==> src/rtl/hpu_soft_reset_rsp.sv <==
// Soft-reset responder: synchronizes a request, sequences per-domain resets, 4-phase ack.
// Optional macro HPU_SOFT_RESET_RSP_CNT_EN adds the rst_cnt sequence counter output.
module hpu_soft_reset_rsp #(
    parameter int unsigned NB_DOM      = 3,
    parameter int unsigned HOLD_CYCLES = 16,
    parameter int unsigned GAP_CYCLES  = 4
) (
    input  logic              prc_clk,
    input  logic              prc_srst,
    input  logic              soft_rst_req,
    output logic              soft_rst_ack,
    output logic [NB_DOM-1:0] dom_srst_n,
`ifdef HPU_SOFT_RESET_RSP_CNT_EN
    output logic [7:0]        rst_cnt,
`endif
    output logic              busy
);

    typedef enum logic [1:0] {
        IDLE    = 2'd0,
        ASSERT  = 2'd1,
        RELEASE = 2'd2,
        ACK     = 2'd3
    } state_t;

    localparam logic [7:0] HOLD_LD = 8'(HOLD_CYCLES - 1);
    localparam logic [7:0] GAP_LD  = 8'(GAP_CYCLES - 1);

    state_t     state;
    logic [1:0] sync;
    logic [7:0] cnt;
    logic       req_s;

    assign req_s = sync[1];

    // dom_srst_n is a thermometer code: shifting in ones releases domains in ascending order
    always_ff @(posedge prc_clk) begin
        if (prc_srst) begin
            sync         <= '0;
            state        <= ASSERT;
            cnt          <= HOLD_LD;
            dom_srst_n   <= '0;
            soft_rst_ack <= 1'b0;
            busy         <= 1'b1;
`ifdef HPU_SOFT_RESET_RSP_CNT_EN
            rst_cnt      <= '0;
`endif
        end else begin
            sync <= {sync[0], soft_rst_req};
            case (state)
                IDLE: begin
                    if (req_s) begin
                        state      <= ASSERT;
                        cnt        <= HOLD_LD;
                        dom_srst_n <= '0;
                        busy       <= 1'b1;
                    end
                end
                ASSERT: begin
                    if (cnt == 8'd0) begin
                        state      <= RELEASE;
                        dom_srst_n <= NB_DOM'(1);
                        cnt        <= GAP_LD;
`ifdef HPU_SOFT_RESET_RSP_CNT_EN
                        if (rst_cnt != 8'hFF)
                            rst_cnt <= rst_cnt + 8'd1;
`endif
                    end else begin
                        cnt <= cnt - 8'd1;
                    end
                end
                RELEASE: begin
                    if (cnt == 8'd0) begin
                        if (dom_srst_n[NB_DOM-1]) begin
                            busy <= 1'b0;
                            if (req_s) begin
                                state        <= ACK;
                                soft_rst_ack <= 1'b1;
                            end else begin
                                state <= IDLE;
                            end
                        end else begin
                            dom_srst_n <= NB_DOM'({dom_srst_n, 1'b1});
                            cnt        <= GAP_LD;
                        end
                    end else begin
                        cnt <= cnt - 8'd1;
                    end
                end
                ACK: begin
                    if (!req_s) begin
                        state        <= IDLE;
                        soft_rst_ack <= 1'b0;
                    end
                end
                default: state <= IDLE;
            endcase
        end
    end

endmodule

==> config.mk <==
export PLATFORM = sky130hd
export DESIGN_NAME = hpu_soft_reset_rsp
export DESIGN_NICKNAME = d
export VERILOG_FILES = /design/src/rtl/hpu_soft_reset_rsp.sv
export SDC_FILE = /design/constraint.sdc
export NUM_CORES = 1
export LEC_CHECK = 0
export ABC_CLOCK_PERIOD_IN_PS = 2800
export BUFFER_PORTS_ARGS = -buffer_cell sky130_fd_sc_hd__buf_2
export CORE_MARGIN = 2
export CORE_UTILIZATION = 45
export DETAILED_ROUTE_END_ITERATION = 8
export MAX_ROUTING_LAYER = met4
export PLACE_DENSITY = 0.7
export SLEW_MARGIN = 20
export SYNTH_ARGS = -nofsm -noshare
export SYNTH_HDL_FRONTEND = slang
export SYNTH_SLANG_ARGS = --single-unit
==> constraint.sdc <==
create_clock -name prc_clk -period 2.8 [get_ports prc_clk]
set_input_delay 0.28 -clock prc_clk [delete_from_list [all_inputs] [get_ports prc_clk]]
set_output_delay 0.28 -clock prc_clk [all_outputs]
set_load 0.01 [all_outputs]
Yosys cells after proc, flatten, opt, wreduce, memory -nomap -nowiden
Cells that the tools add are included.
- bits in latches: 0
- output and inout port bits: 5
- register bits after elaboration: 17
- word-level logic and storage cells: 55
- ROM bits: 0
- memories: 0
- memory bits (writable): 0
- input bits: 3
- multipliers: 0
- bitwise logic cells: 0
- divide/modulo/power cells: 0
- add/subtract/negate cells: 1
- multiplexer cells: 25
- shift operators: 0
- reductions and logical operators: 11
- magnitude comparators: 0
- equal/unequal tests: 11
- operator list (kind ; number):
    $mux 8 ; 4
    $pmux 8 s3 ; 1
    $reduce_and 5->1 ; 3
    $ne 2x2->1 const B ; 7
    $mux 2 ; 6
    $mux 3 ; 4
    $pmux 3 s3 ; 1
    $logic_not 8->1 ; 1
    $pmux 2 s4 ; 1
    $reduce_and 4->1 ; 2
    $sub 8x1->8 const B ; 1
    $mux 1 ; 6
    $eq 2x2->1 const B ; 2
    $pmux 1 s2 ; 2
    $reduce_bool 2->1 ; 2
    $ne 3x3->1 const B ; 1
    $reduce_and 3->1 ; 1
    $reduce_bool 3->1 ; 1
    $eq 2x1->1 const B ; 1
    $logic_not 2->1 ; 1

Longest topological paths before layout
- word-level depth: 4
- mapped depth: 7
- depth with buffers taken out: 6

Least setup slack after synthesis
OpenSTA, ideal clock, no wires.
- path type: register to register
- from: reg cnt[0]
- to: reg dom_srst_n[0]
- clock period less this slack: 1.966 ns
- data arrival time: 1.842 ns
- required time: 2.675 ns
- path slack: 0.834 ns
- stages on the path, launching flop included: 8
- setup time: 0.125 ns
- path buffers: 1
- cell sequence: dfxtp_1 > inv_1 > ha_1 > or4b_1 > buf_6 > or3_1 > a221oi_1 > nor3_1
- cells in the longest elaborated chain, start to end: 3
- elaborated cells between the ends (all ways): 4
- classes of those cells: eq/ne: 2; reduce/logical: 2
- RTL lines (item ; line ; RTL):
    from (decl) ; 31 ; logic [7:0] cnt;
    from (signal assigned) ; 69 ; cnt <= cnt - 8'd1;
    from (signal assigned) ; 87 ; cnt <= cnt - 8'd1;
    $logic_not 8->1 * ; 60, 73 ;
    $ne 2x2->1 (no line) ; n/a ;
    $reduce_and 5->1 (no line) * ; n/a ;
    to (signal assigned) ; 83 ; dom_srst_n <= NB_DOM'({dom_srst_n, 1'b1});
    to (decl) ; 12 ; output logic [NB_DOM-1:0] dom_srst_n,
Every way passes the cells marked *; elsewhere a longest branch is shown, timed or not.
A chain may end at the register's enable or synchronous reset.

Worst setup path in the final report
- from: reg cnt[0]
- to: reg state[0]
- cells in the longest elaborated chain, start to end: 3
- elaborated cells between the ends (all ways): 4
- classes of those cells: eq/ne: 2; reduce/logical: 2
- RTL lines (item ; line ; RTL):
    $logic_not 8->1 * ; 60, 73 ;
    $ne 2x2->1 (no line) ; n/a ;
    $reduce_and 5->1 (no line) * ; n/a ;
    to (signal assigned) ; 61 ; state <= RELEASE;
    to (signal assigned) ; 77 ; state <= ACK;
    to (signal assigned) ; 80 ; state <= IDLE;
    to (decl) ; 29 ; state_t state;
Marked as above.

==> metrics.txt <==
Tot GR Track Use=20.1%; first-pass GRT wire length=4010 µm; CTS tree=done; minimum clock period=2.20 ns; Hold WC Path Type=in -> reg; Synth area leader=dfxtp_1; Post-route DRC=0; FP Rows=17; Worst path max stage delay=0.57 ns; initial core utilization=47.6%; Post-Place Cell Area=1100 µm²; static leakage=0.424 nW; Placer Congestion=0.846; Worst EP arrival=2.45 ns; Peak VDD IR=0.397 mV; first-pass iteration count of the detailed router=4; synth warn=0; Final Max Slew Viols=0; max_cap viols=0; Post-Syn Area per Cell=8.23 µm²; antenna-violating nets left=0; # setup viols final=0; P&R area growth vs syn=6.53%; CTS H-tree lvls=1; #FFs+latches synth=17; dpl hpwl=1630 µm; CP cell instances=inv_1 > ha_1 > nor4b_2 > a31oi_1 > a221oi_1 > mux2i_1; RSZ-0062 raised after global routing=no; 1st-iter DRT viols=32; Setup Skew=0.0142 ns; area share of the largest cell type after synthesis=about a third; Req. time, crit path=3.04 ns; Main synth FF type=dfxtp_1; Netlist cell types=41; sw power=between 400 and 500 µW; die height=~52 µm; post-route insts no fill=162; core area=approximately 2200 µm²; Final Hold Viols=0; IO Pins=8; CP max-delay cell=nor4b_2; Worst slew margin=between 40% and 50%; post-CTS setup buffers=0; Clk pwr share=around 14%; Critical Path End Type=flop; sequential cell fraction of total power=about 33%; Clock Sinks=17; vias in the first global route=915; Logic pwr share=52.6%; Die Width=~52 µm; count of cells resized by post-cts repair=0; CP Launch Type=flop; final instance area=1120 µm²; CTS hold repair buffers=0; Post-synth EDFFs=0; dpl cells=158; worst skew pair latency=0.30 ns; status=complete, no violations; Seq/Total Area, Yosys=about 32%; measured slew at the worst slew-check pin=just under 0.8 ns; largest net degree at the start of global routing=21; DR vias=990; async set-reset flop share out of synthesis=0%; Inserted Diodes=0; setup TNS=0 ns; WS Path Type=reg -> reg; # nets final=145; Final period util=78.7%; Post-Route WL=2380 µm; PortBufs=7; CTS root buffer=clkbuf_4; sw frac=44.1%; final core occ=50.7%; setup slack, reg-to-reg=0.60 ns; Inserted Clock Buffers=3; clock-pin slew on the worst setup and hold paths=roughly 0.11 ns; die footprint=2740 µm²; Highest Clock Rate=0.454 GHz; fraction of layout cells with a size suffix above 1=8.96%; drt wl/cell=14.7 µm; CTS Buffer Depth=2; Post-Syn Instances=128; GR Overflow Total=0; power density over the cells=833 nW/µm²; crit-path max FO=8; antenna violations before repair=0; post-synthesis instance area=1050 µm²; post-synth net total=138; top post-synthesis cells by area=dfxtp_1, ha_1, nor2_1; P_int=522 µW; vias per inst=approximately 6.1
-- worst paths after layout --
path              endpoint  cells after the start    startpoint
hold reg to reg    sync[1]                      1       sync[0]
setup reg to reg  state[0]                      6        cnt[0]
hold / removal     sync[0]                      2  soft_rst_req
setup / recovery  state[0]                      6        cnt[0]
-- critical path: cells and delay by family (launching register included) --
kind	cells	cell delay [ns]
compound gates	2	0.73
simple gates	1	0.57
flops	1	0.34
mux	1	0.23
fa+ha+maj	1	0.18
buf+inv	1	0.11
-- flip-flops by register name, summed over array words and instances (netlist names) --
name	flops
cnt	8
dom_srst_n	3
state	2
sync	2
busy	1
soft_rst_ack	1
-- power by group through the flow --
stage | sequential, mW | combinational, mW | clock, mW
final | 0.307 | 0.492 | 0.135
after detailed placement | 0.313 | 0.478 | 0
after floorplan | 0.304 | 0.371 | 0
after global placement | 0.309 | 0.468 | 0
after CTS | 0.307 | 0.481 | 0.138
after global routing | 0.312 | 0.549 | 0.149
-- cells in the mapped netlist (2+ instances only) --
cell and instances:
a221oi_1 3, o211ai_1 2, a31oi_1 4, inv_1 6, nor3_1 7, ha_1 7, nor2_1 11, a21oi_1 8
nand3_1 5, nor3b_1 2, nand2_1 5, dfxtp_1 17, o21ai_0 7, o21bai_1 2, a211oi_1 2, or3_1 2
nor2b_1 5, a311oi_1 2, nand2b_1 6, a221o_1 2, clkbuf_1 3
-- cell families (layout without fill, tap and decap cells) --
group,count (synthesis),in the layout,share of synthesized area (%)
simple gates,51,51,26.8
compound gates,40,40,26.1
mux,1,1,0.950
fa+ha+maj,7,7,8.31
flops,17,17,32.3
buf+inv,12,18,5.46
-- metal layers --
layer	GRT usage [%]	vias up	wire length (µm)
li1	-	490	-
met4	6.84	0	25
met1	24.2	458	1150
met2	31.5	36	1060
met3	6.57	6	146
met5	-	-	0
-- per-stage QoR --
stage	total power, mW	setup WS (ns)	hold WS (ns)
after floorplan	0.675	0.834	0.408
after global placement	0.777	0.653	0.423
after detailed placement	0.791	0.613	0.429
after CTS	0.926	0.600	0.200
after global routing	1.01	0.323	0.196
final	0.935	0.595	0.196
-- cell type report --
class                      count  area, µm²
fill                         229       1090
clock buffer                   4       26.3
sequential                    17        340
inverter                       6       22.5
tap                           28       35.0
multi-input combinational     99        656
timing repair buffer           8       42.5
-- layout by cell type, fill, tap and decap left out, types with 2 or more instances in the layout --
cell type,netlist,final
nand2_1,5,5
or3_1,2,2
nor3_1,7,7
buf_2,1,7
ha_1,7,7
a31oi_1,4,4
o21ai_0,7,7
a211oi_1,2,2
nand2b_1,6,6
clkbuf_4,0,3
dfxtp_1,17,17
nand3_1,5,5
nor2b_1,5,5
o211ai_1,2,2
a21oi_1,8,8
inv_1,6,6
nor2_1,11,11
a221o_1,2,2
nor3b_1,2,2
a221oi_1,3,3
a311oi_1,2,2
o21bai_1,2,2
Power figures use the tool's default switching activity.
